### config.mk
export PLATFORM = sky130hd
export DESIGN_NAME = multicycle_control
export DESIGN_NICKNAME = d
export VERILOG_FILES = /design/src/rtl/multicycle_control.sv
export SDC_FILE = /design/constraint.sdc
export NUM_CORES = 1
export LEC_CHECK = 0
export ABC_AREA = 1
export ABC_CLOCK_PERIOD_IN_PS = 3050
export BUFFER_PORTS_ARGS = -buffer_cell sky130_fd_sc_hd__clkbuf_2
export CAP_MARGIN = 10
export CORE_AREA = 2 2 50 47
export DETAILED_ROUTE_END_ITERATION = 10
export DIE_AREA = 0 0 52 49
export GPL_ROUTABILITY_DRIVEN = 0
export PLACE_DENSITY = 0.59
export SLEW_MARGIN = 20
export SYNTH_ARGS = -nofsm -noshare
export SYNTH_HDL_FRONTEND = slang
export SYNTH_SLANG_ARGS = --single-unit
### constraint.sdc
create_clock -name clk -period 3.05 [get_ports clk]
set_clock_uncertainty 0.2 [all_clocks]
set_input_delay 0.7625 -clock clk [delete_from_list [all_inputs] [get_ports clk]]
set_output_delay 0.7625 -clock clk [all_outputs]
set_load 0.05 [all_outputs]
### src/rtl/multicycle_control.sv
// Sequencing FSM for the multi-cycle MIPS datapath: steps each instruction through
// fetch/decode/execute/memory/write-back and drives every datapath enable and select.
module multicycle_control (
  input  logic       clk,
  input  logic       rst,
  input  logic [5:0] opcode,
  input  logic       mem_ready,
  output logic [3:0] state,
  output logic       pc_write,
  output logic       pc_write_cond,
  output logic       branch_ne,
  output logic [1:0] pc_src,
  output logic       i_or_d,
  output logic       mem_read,
  output logic       mem_write,
  output logic       ir_write,
  output logic       reg_dst,
  output logic       mem_to_reg,
  output logic       reg_write,
  output logic       alu_src_a,
  output logic [1:0] alu_src_b,
  output logic       ext_zero,
  output logic [2:0] alu_op,
  output logic       instr_done,
  output logic       illegal_op
);

  localparam int unsigned STATE_W = 4;
  localparam int unsigned OP_W    = 6;
  localparam int unsigned ALUOP_W = 3;

  localparam logic [OP_W-1:0] OP_RTYPE = 6'b000000;
  localparam logic [OP_W-1:0] OP_ADDI  = 6'b000001;
  localparam logic [OP_W-1:0] OP_ANDI  = 6'b000010;
  localparam logic [OP_W-1:0] OP_ORI   = 6'b000011;
  localparam logic [OP_W-1:0] OP_SLTI  = 6'b000100;
  localparam logic [OP_W-1:0] OP_LW    = 6'b000111;
  localparam logic [OP_W-1:0] OP_SW    = 6'b001000;
  localparam logic [OP_W-1:0] OP_BEQ   = 6'b001001;
  localparam logic [OP_W-1:0] OP_BNE   = 6'b001010;
  localparam logic [OP_W-1:0] OP_J     = 6'b001111;

  localparam logic [ALUOP_W-1:0] ALU_FUNCT = 3'b000;
  localparam logic [ALUOP_W-1:0] ALU_ADD   = 3'b100;
  localparam logic [ALUOP_W-1:0] ALU_AND   = 3'b010;
  localparam logic [ALUOP_W-1:0] ALU_OR    = 3'b001;
  localparam logic [ALUOP_W-1:0] ALU_SUB   = 3'b011;
  localparam logic [ALUOP_W-1:0] ALU_SLT   = 3'b101;

  typedef enum logic [STATE_W-1:0] {
    S_FETCH    = 4'd0,
    S_DECODE   = 4'd1,
    S_MEM_ADDR = 4'd2,
    S_MEM_RD   = 4'd3,
    S_MEM_WB   = 4'd4,
    S_MEM_WR   = 4'd5,
    S_EXEC     = 4'd6,
    S_ALU_WB   = 4'd7,
    S_BRANCH   = 4'd8,
    S_JUMP     = 4'd9
  } state_t;

  state_t r_state;
  state_t w_next_state;

  // State register; async reset aborts any instruction in flight
  always_ff @(posedge clk or posedge rst) begin
    if (rst) r_state <= S_FETCH;
    else     r_state <= w_next_state;
  end

  assign state = r_state;

  // Next-state and Moore control outputs (qualified by opcode / mem_ready)
  always_comb begin
    w_next_state  = S_FETCH;
    pc_write      = 1'b0;
    pc_write_cond = 1'b0;
    branch_ne     = 1'b0;
    pc_src        = 2'b00;
    i_or_d        = 1'b0;
    mem_read      = 1'b0;
    mem_write     = 1'b0;
    ir_write      = 1'b0;
    reg_dst       = 1'b0;
    mem_to_reg    = 1'b0;
    reg_write     = 1'b0;
    alu_src_a     = 1'b0;
    alu_src_b     = 2'b00;
    ext_zero      = 1'b0;
    alu_op        = ALU_FUNCT;
    instr_done    = 1'b0;
    illegal_op    = 1'b0;

    case (r_state)
      S_FETCH: begin
        mem_read     = 1'b1;
        alu_src_b    = 2'b01;
        alu_op       = ALU_ADD;
        ir_write     = mem_ready;
        pc_write     = mem_ready;
        w_next_state = mem_ready ? S_DECODE : S_FETCH;
      end

      S_DECODE: begin
        alu_src_b = 2'b11;
        alu_op    = ALU_ADD;
        case (opcode)
          OP_RTYPE, OP_ADDI, OP_ANDI, OP_ORI, OP_SLTI: w_next_state = S_EXEC;
          OP_LW, OP_SW:                                w_next_state = S_MEM_ADDR;
          OP_BEQ, OP_BNE:                              w_next_state = S_BRANCH;
          OP_J:                                        w_next_state = S_JUMP;
          default: begin
            illegal_op   = 1'b1;
            instr_done   = 1'b1;
            w_next_state = S_FETCH;
          end
        endcase
      end

      S_EXEC: begin
        alu_src_a    = 1'b1;
        alu_src_b    = 2'b10;
        w_next_state = S_ALU_WB;
        case (opcode)
          OP_ADDI: alu_op = ALU_ADD;
          OP_ANDI: begin alu_op = ALU_AND; ext_zero = 1'b1; end
          OP_ORI:  begin alu_op = ALU_OR;  ext_zero = 1'b1; end
          OP_SLTI: alu_op = ALU_SLT;
          default: begin alu_op = ALU_FUNCT; alu_src_b = 2'b00; end
        endcase
      end

      S_ALU_WB: begin
        reg_write  = 1'b1;
        reg_dst    = (opcode == OP_RTYPE);
        instr_done = 1'b1;
      end

      S_MEM_ADDR: begin
        alu_src_a    = 1'b1;
        alu_src_b    = 2'b10;
        alu_op       = ALU_ADD;
        w_next_state = (opcode == OP_LW) ? S_MEM_RD : S_MEM_WR;
      end

      S_MEM_RD: begin
        mem_read     = 1'b1;
        i_or_d       = 1'b1;
        w_next_state = mem_ready ? S_MEM_WB : S_MEM_RD;
      end

      S_MEM_WB: begin
        reg_write  = 1'b1;
        mem_to_reg = 1'b1;
        instr_done = 1'b1;
      end

      S_MEM_WR: begin
        mem_write    = 1'b1;
        i_or_d       = 1'b1;
        instr_done   = mem_ready;
        w_next_state = mem_ready ? S_FETCH : S_MEM_WR;
      end

      S_BRANCH: begin
        alu_src_a     = 1'b1;
        alu_op        = ALU_SUB;
        pc_write_cond = 1'b1;
        pc_src        = 2'b01;
        branch_ne     = (opcode == OP_BNE);
        instr_done    = 1'b1;
      end

      S_JUMP: begin
        pc_write   = 1'b1;
        pc_src     = 2'b10;
        instr_done = 1'b1;
      end

      default: w_next_state = S_FETCH;
    endcase
  end

endmodule

* Word-level counts from Yosys, hierarchy flattened
Index checks and enable logic that the tools add are counted.
** Storage, ports and cells
- Flip-flop bits (word level) :: 4
- Output and inout port bits :: 25
- Logic and storage cells :: 60
- Input bits :: 9
** Operators by class
- Muxes and demuxes :: 27
- Reduce and logical (&&, ||, !) cells :: 14
- Eq/ne operators :: 18
** Operators with widths (number)
- $eq A6 B4 Y1 const B :: 4
- $pmux W4 S6 :: 1
- $eq A4 B3 Y1 const B :: 4
- $pmux W4 S4 :: 1
- $mux W1 :: 15
- $eq A6 B2 Y1 const B :: 2
- $eq A6 B3 Y1 const B :: 2
- $pmux W3 S4 :: 1
- $reduce_or A2 Y1 :: 6
- $reduce_or A10 Y1 :: 1
- $mux W3 :: 3
- $pmux W3 S3 :: 1
- $eq A4 B2 Y1 const B :: 2
- $eq A4 B4 Y1 const B :: 2
- $pmux W2 S4 :: 1
- $reduce_or A4 Y1 :: 2
- $eq A6 B1 Y1 const B :: 1
- $logic_not A6 Y1 :: 1
- $reduce_or A3 Y1 :: 2
- $reduce_or A5 Y1 :: 1
- $eq A4 B1 Y1 const B :: 1
- $logic_not A4 Y1 :: 1
- $pmux W2 S2 :: 1
- $pmux W1 S3 :: 1
- other kinds (2) :: 2

* Longest topological paths before layout
Gate-level depths: netlist of the first run.
- Word-level depth :: 4
- Depth in mapped cells :: 7
- Mapped depth without buffers :: 7

* Worst setup path before layout of the first run
Ideal clock, no wire load.
- Kind :: reg2out
- Start :: reg r_state[3] (netlist: state[3])
- End :: out branch_ne
- Arrival time :: 2.865 ns
- Data required time :: 2.088 ns
- Cell stages (with the launch flop) :: 5
- Path buffers :: 0
- Setup slack :: -0.777 ns
- Cells stage by stage :: dfrtp_1 -> nand2_1 -> nor2_1 -> inv_1 -> nor3_1
** On the way
- Longest elaborated chain between the ends :: 2
** RTL lines
- start: declaration :: RTL line 63 : state_t r_state;
- start signal: assignment :: RTL line 69 : else r_state <= w_next_state;
- $eq A4 B4 Y1 :: RTL line 95 : case (r_state)
- $mux W1 :: RTL line 95
- end: declaration :: RTL line 11 : output logic branch_ne,
Every way passes these cells.

* Worst setup path after layout of the first run
- Start :: in opcode[5]
- End :: out instr_done
** On the way
- Longest elaborated chain between the ends :: 4
- Elaborated cells between the ends (all ways) :: 13
- Those cells by class :: eq/ne: 9; mux: 2; reduce/logical: 2
** RTL lines
- start: declaration :: RTL line 6 : input logic [5:0] opcode,
- $eq A6 B3 Y1, or another cell as far along :: RTL line 108 : case (opcode)
- $reduce_or A10 Y1 (no source line) (*)
- $mux W1 (*) :: RTL line 108
- $pmux W1 S3 (*) :: RTL line 95
- end: declaration :: RTL line 24 : output logic instr_done,
Every way passes the cells marked *; elsewhere a longest branch is shown, timed or not.

==> results of run 1 <==
synth_stat cells, drive strengths merged:
cell | number | area, um2
buf | 1 | 7.510
a21oi | 3 | 15.01
nand2 | 33 | 133.9
dfrtp | 4 | 100.1
nand3b | 2 | 15.01
o31ai | 1 | 7.510
nand4 | 1 | 6.260
nand3 | 12 | 60.06
nor2 | 25 | 108.9
inv | 20 | 75.07
o21ai | 5 | 25.02
nor3 | 4 | 20.02
cell families (layout without fill, tap and decap cells):
logic type	Yosys count	in the layout
AOI/OAI and AO/OA	9	9
buffers and inverters	21	56
DFF	4	4
and+or+nand+nor	77	77
layer usage:
layer	vias up	global-route usage (%)	wire length, um
met3	2	4.601	116
li1	419	-	-
met2	29	24.05	823
met1	355	18.42	763
met4	0	5.263	16
met5	-	0	0
cells in the final DEF (no fill, tap or decap), drive strengths merged:
cell    Yosys  routed
clkbuf      0      36
nand2      33      33
nor2       25      25
inv        20      20
nand3      12      12
o21ai       5       5
dfrtp       4       4
nor3        4       4
a21oi       3       3
nand3b      2       2
o31ai       1       1
nand4       1       1
worst register-to-register path: stages, from the launching register on:
cell,delay [ps]
dfrtp_1,430
nand2_1,230
nor2_1,100
nand2_1,90
nand2_1,50
nor2_1,90
nand3_1,70
per-stage QoR:
stage | TNS [ps] | cells | hold slack (ps) | utilization [%] | power (mW)
2_1_floorplan | -112.5 | 111 | 328.6 | - | 0.4060
3_3_place_gp | 0 | 170 | 424.7 | 38.17 | 0.4956
3_5_place_dp | 0 | 170 | 431.6 | 38.17 | 0.4970
4_1_cts | 0 | 173 | 173.7 | 39.26 | 0.5667
5_1_grt | 0 | 173 | 188.0 | 39.26 | 0.5955
6_report | 0 | 173 | 173.5 | 39.26 | 0.5603
where the power goes:
part,switching [mW],internal (mW),total [mW]
registers,0.0117,0.0624,0.0741
logic,0.333,0.0857,0.419
clock network,0.0232,0.0441,0.0673
final cells by class:
| class | count | area (um2) | share of cell area, % |
|---|---|---|---|
| Tap cell | 27 | 33.78 | 4.173 |
| Inverter | 20 | 75.07 | 9.274 |
| Clock buffer | 3 | 22.52 | 2.782 |
| Sequential cell | 4 | 100.1 | 12.36 |
| Timing Repair Buffer | 33 | 165.2 | 20.40 |
| Multi-Input combinational cell | 86 | 412.9 | 51.00 |
worst paths after layout:
check | slack (ps) | endpoint | from
max in group asynchronous | 2320 | state[1]$_DFF_PP0_ | rst
setup reg to reg | 1670 | state[1]$_DFF_PP0_ | state[1]$_DFF_PP0_
min in group clk | 570 | state[0]$_DFF_PP0_ | state[3]$_DFF_PP0_
hold reg to reg | 570 | state[0]$_DFF_PP0_ | state[3]$_DFF_PP0_
hold / removal | 170 | state[2]$_DFF_PP0_ | rst
setup / recovery | 220 | instr_done | opcode[5]
==> out/metrics.csv, run 1 <==
stage;metric;value;unit
status;outcome;finished clean;
timing;tightest_slew;281.2;ps
timing;finalHoldViolations;0;
final_layout;diodes;0;
run;cap_violations;0;
route;drcViolationCount;0;
timing;timing.final.ws_setup;219.2;ps
power;power.density;692.1;mW/mm2
floorplanning;io_pins;34;
route;firstDrtPassIters;4;
grt;grt_usage;14.92;%
floorplanning;row_count;16;
route;vias_per_cell;4.653;
clocking;clkTransAtPathRegs;40;ps
final_layout;filler_cell_count;241;
synth;synth_top_family_by_area;simple AND/OR/NAND/NOR gates;
synth;yosys.area_share.adder;0;%
critical_path;cp.arrival;1870;ps
clocking;root_buffer;clkbuf_4;
final_layout;final_layout_size_suffix_gt1_share;34.25;%
timing;setup_viol;0;
synth;synth-simple-area-share;59.91;%
timing;period_share;92.81;%
critical_path;r2r_cells;6;
critical_path;path_buf_inv;2;
final_layout;area_delta_synth_final;40.96;%
synth;synth-seq-cells;4;
synth;yosys.area_share.xor_xnor;0;%
critical_path;cp_max_fo;9;
synth;synth_fp_nets;120;
placed_design;dpl.hpwl;1513;um
synth;avgSynthCellArea;5.174;um2
timing;relSlewSlack;81.33;%
clocking;cts.repair.resized;0;
placed_design;pre_cts_slack;223.8;ps
worst_hold_path;holdCritPathClass;input port to async pin;
synth;synth-compound-area-share;8.279;%
floorplanning;dieArea;0.002548;mm2
clocking;clock_sinks;4;
synth;synthesis.area;574.3;um2
clocking;numCtsBuffers;3;
critical_path;crit_slowest_cell;clkbuf_2;
critical_path;cp_slowest_stage_delay;240;ps
timing;maxSlewViolCount;0;
timing;clock.fmax;353.3;MHz
clocking;cts_setup_buffers;0;
route;drt-initial-drc-count;27;
final_layout;largest_reg_flops;4;
floorplanning;die_x;52;um
clocking;cts_hold_buf;0;
critical_path;startpoint_type;input port;
route;wire_per_inst;9.936;um
route;wirelength;1719;um
route;postRouteAntennaNets;0;
placed_design;portBuffers;33;
timing;period_needed;2831;ps
floorplanning;fp.coreArea;0.002062;mm2
grt;grt_antenna_before_repair;0;
synth;synth_cell_types;15;
critical_path;path_depth;8;
synth;ys_seq_area_share;17.43;%
critical_path;critPathKind;input port to primary output;
floorplanning;die_h;49;um
critical_path;worstPathRequired;2090;ps
power;p_leak;0.5055;nW
grt;grt_pass1_vias;719;
final_layout;nNetsFinal;157;
clocking;ctsLongestPathBuffers;2;
critical_path;crit_chain;clkbuf_2 -> nor2_4 -> nand3_1 -> nor2_1 -> nor2_1 -> nand2_1 -> nand2_1 -> clkbuf_2;
placed_design;placed_area;787.0;um2
critical_path;end_kind;primary output;
synth;netlist_instances;111;
clocking;cts_tree;yes;
critical_path;crit_family;simple AND/OR/NAND/NOR gates;
grt;grt_max_degree;10;
clocking;clk_latency;240;ps
grt;grt_pass1_wl;2898;um
clocking;htree_levels;1;
route;via_count;805;
synth;muxShareOfSynthArea;0;%
timing;rsz0062_at_grt;no;
synth;ys.warnings.count;0;
final_layout;finalInstanceArea;809.5;um2
power;peakVddDrop;0.0003608;V
floorplanning;start_util;27.85;%
grt;grt.overflow.total;0;
No activity file was read; power rests on OpenSTA's default activity.
==> run 2, diff against run 1 <==
==> config.mk (replaced) <==
export PLATFORM = sky130hd
export DESIGN_NAME = multicycle_control
export DESIGN_NICKNAME = d
export VERILOG_FILES = /design/src/rtl/multicycle_control.sv
export SDC_FILE = /design/constraint.sdc
export NUM_CORES = 1
export LEC_CHECK = 0
export ABC_CLOCK_PERIOD_IN_PS = 3050
export BUFFER_PORTS_ARGS = -buffer_cell sky130_fd_sc_hd__clkbuf_2
export CAP_MARGIN = 10
export CORE_AREA = 2 2 51 48
export DETAILED_ROUTE_END_ITERATION = 10
export DIE_AREA = 0 0 53 50
export GPL_ROUTABILITY_DRIVEN = 0
export PLACE_DENSITY = 0.59
export SLEW_MARGIN = 15
export SYNTH_ARGS = -nofsm -noshare
export SYNTH_HDL_FRONTEND = slang
export SYNTH_SLANG_ARGS = --single-unit
==> out/metrics.csv, run 2 <==
stage;metric;value;unit
route;wirelength;1917;um
clocking;htree_levels;1;
route;firstDrtPassIters;4;
critical_path;end_kind;primary output;
power;p_switching;0.4162;mW
timing;tightest_slew;383.6;ps
floorplanning;row_count;16;
critical_path;crit_slowest_cell;a2111oi_1;
synth;async_reset_ff_share;100.0;%
timing;setup_viol;0;
synth;netlist_instances;89;
synth;synth-edff-count;0;
placed_design;placed_area;957.2;um2
route;via_count;785;
timing;period_needed;3038;ps
critical_path;cp_slowest_stage_delay;450;ps
synth;synth_fp_nets;98;
power;peakVddDrop;0.0003424;V
clocking;cts_hold_buf;0;
power;power.density;691.3;mW/mm2
critical_path;crit_top_cell;buf_4;
final_layout;largest_reg_flops;4;
synth;synth-main-ff-cell;dfrtp_1;
synth;synth_cell_types;33;
synth;synth_area_leader_cell;dfrtp_1;
final_layout;diodes;0;
critical_path;endpoint;instr_done;
route;drcViolationCount;0;
clocking;numCtsBuffers;3;
route;drt-initial-drc-count;6;
synth;ys.warnings.count;0;
placed_design;dp.cells;156;
timing;maxSlewViolCount;0;
power;power_frac_comb;79.8;%
timing;relSlewSlack;74.36;%
floorplanning;start_util;28.81;%
power;p_leak;0.4791;nW
synth;synth-seq-cells;4;
floorplanning;dieArea;0.002650;mm2
critical_path;crit_chain;clkbuf_2 -> nand2b_1 -> o21ai_0 -> a2111oi_1 -> buf_4 -> o31ai_2 -> buf_4;
run;cap_violations;0;
critical_path;r2r_cells;4;
route;postRouteAntennaNets;0;
power;sw_frac_of_total;60.52;%
timing;clock.fmax;329.2;MHz
final_layout;finalInstanceArea;994.7;um2
grt;grt_pass1_wl;3174;um
power;seq_power_share;10.9;%
clocking;cts_tree;yes;
synth;ys_seq_area_share;16.53;%
grt;grt_max_degree;16;
final_layout;final_layout_size_suffix_gt1_share;52.27;%
power;p_int;0.2715;mW
critical_path;critPathLaunch;opcode[1];
final_layout;final_util;47.32;%
timing;period_share;99.60;%
synth;avgSynthCellArea;6.804;um2
status;outcome;finished clean;
critical_path;cp.arrival;2080;ps
timing;finalHoldViolations;0;
grt;grt.overflow.total;0;
clocking;ctsLongestPathBuffers;2;
synth;netlist_top_cells_count;nor2_1, o21ai_0, nor3_1;
worst_hold_path;holdCritPathClass;input port to async pin;
placed_design;dpl.hpwl;1536;um
route;wire_per_inst;12.06;um
clocking;clock_sinks;4;
placed_design;portBuffers;33;
critical_path;worst_r2r_startpoint;state[2]$_DFF_PP0_;
power;clockPowerShare;9.3;%
timing;hold_ws;181.5;ps
critical_path;critPathKind;input port to primary output;
critical_path;crit_family;compound AO/OA/AOI/OAI gates;
clocking;root_buffer;clkbuf_4;
critical_path;cp_max_fo;7;
grt;grt_pass1_vias;721;
synth;synth_top_area_share;16.53;%
synth;synth.area.top_cells;dfrtp_1, mux2_2, nor2_1;
floorplanning;fp.coreArea;0.002102;mm2
timing;timing.final.ws_setup;12.19;ps
critical_path;r2r_end;state[2]$_DFF_PP0_;
route;vias_per_cell;4.937;
floorplanning;die_x;53;um
critical_path;rrSetupSlack;1380;ps
clocking;clk_latency;230;ps
final_layout;nNetsFinal;143;
floorplanning;io_pins;34;
timing;rsz0062_at_grt;yes;
critical_path;path_depth;7;
final_layout;filler_cell_count;234;
final_layout;final_common_cell;clkbuf_2;
synth;synthesis.area;605.6;um2
power;finalPower;0.6877;mW
floorplanning;die_h;50;um
critical_path;worstPathRequired;2090;ps
critical_path;startpoint_type;input port;
clocking;clkTransAtPathRegs;40;ps
grt;grt_usage;15.84;%
synth;synth.most_common_cell;nor2_1;
final_layout;mostFrequentLayoutCells;clkbuf_2, buf_4, nor2_1;
final_layout;area_delta_synth_final;64.26;%
placed_design;pre_cts_slack;-15.33;ps
grt;grt_antenna_before_repair;0;
timing;setup_tns;0;ps
final_layout;layout.cells.non_filler;159;
critical_path;path_buf_inv;3;
## run 2: per-layer routing
metal  share of wire [%]  GRT usage (%)  up-vias
li1                    -              -      407
met1                  47          20.81      350
met2                  48          25.83       28
met3                 5.6          2.727        0
met4                   0          5.128        0
met5                   0              0        -
## run 2: worst min-delay path by stage
stage | endpoint | slack [ps] | depth (start not counted)
after floorplan | state[0]$_DFF_PP0_ | 330 | 1
after global placement | state[3]$_DFF_PP0_ | 420 | 2
after detailed placement | state[3]$_DFF_PP0_ | 430 | 2
after CTS | state[0]$_DFF_PP0_ | 180 | 2
after global routing | state[1]$_DFF_PP0_ | 190 | 2
final | state[3]$_DFF_PP0_ | 180 | 2
## run 2: what timing repair did
item                       4_1_cts  5_1_grt
pin swaps                        1        0
setup endpoints to repair        2        5
setup buffers                    0        0
cloned                           0        0
gates resized for setup          1       10
## run 2: cell families after synthesis
kind of cell | Yosys count | share of synthesized area, %
compound gates | 22 | 23.97
xor+xnor | 2 | 2.893
buf+inv | 10 | 7.023
flops | 4 | 16.53
mux | 4 | 7.437
simple gates | 47 | 42.15
## run 2: layout make-up
| class | instances | area, um2 | share of cell area [%] |
|---|---|---|---|
| multi-input combinational | 75 | 531.8 | 53.46 |
| sequential | 4 | 100.1 | 10.06 |
| tap | 27 | 33.78 | 3.396 |
| clock buffer | 3 | 22.52 | 2.264 |
| timing repair buffer | 46 | 291.5 | 29.31 |
| inverter | 4 | 15.01 | 1.509 |
## run 2: power by group through the flow
stage          Sequential (mW)  Clock, mW  Combinational, mW
2_1_floorplan            0.108          0              0.376
4_1_cts                 0.0753     0.0663              0.547
6_report                0.0750     0.0641              0.549
3_3_place_gp            0.0753          0              0.543
5_1_grt                 0.0762     0.0702              0.584
3_5_place_dp            0.0760          0              0.544
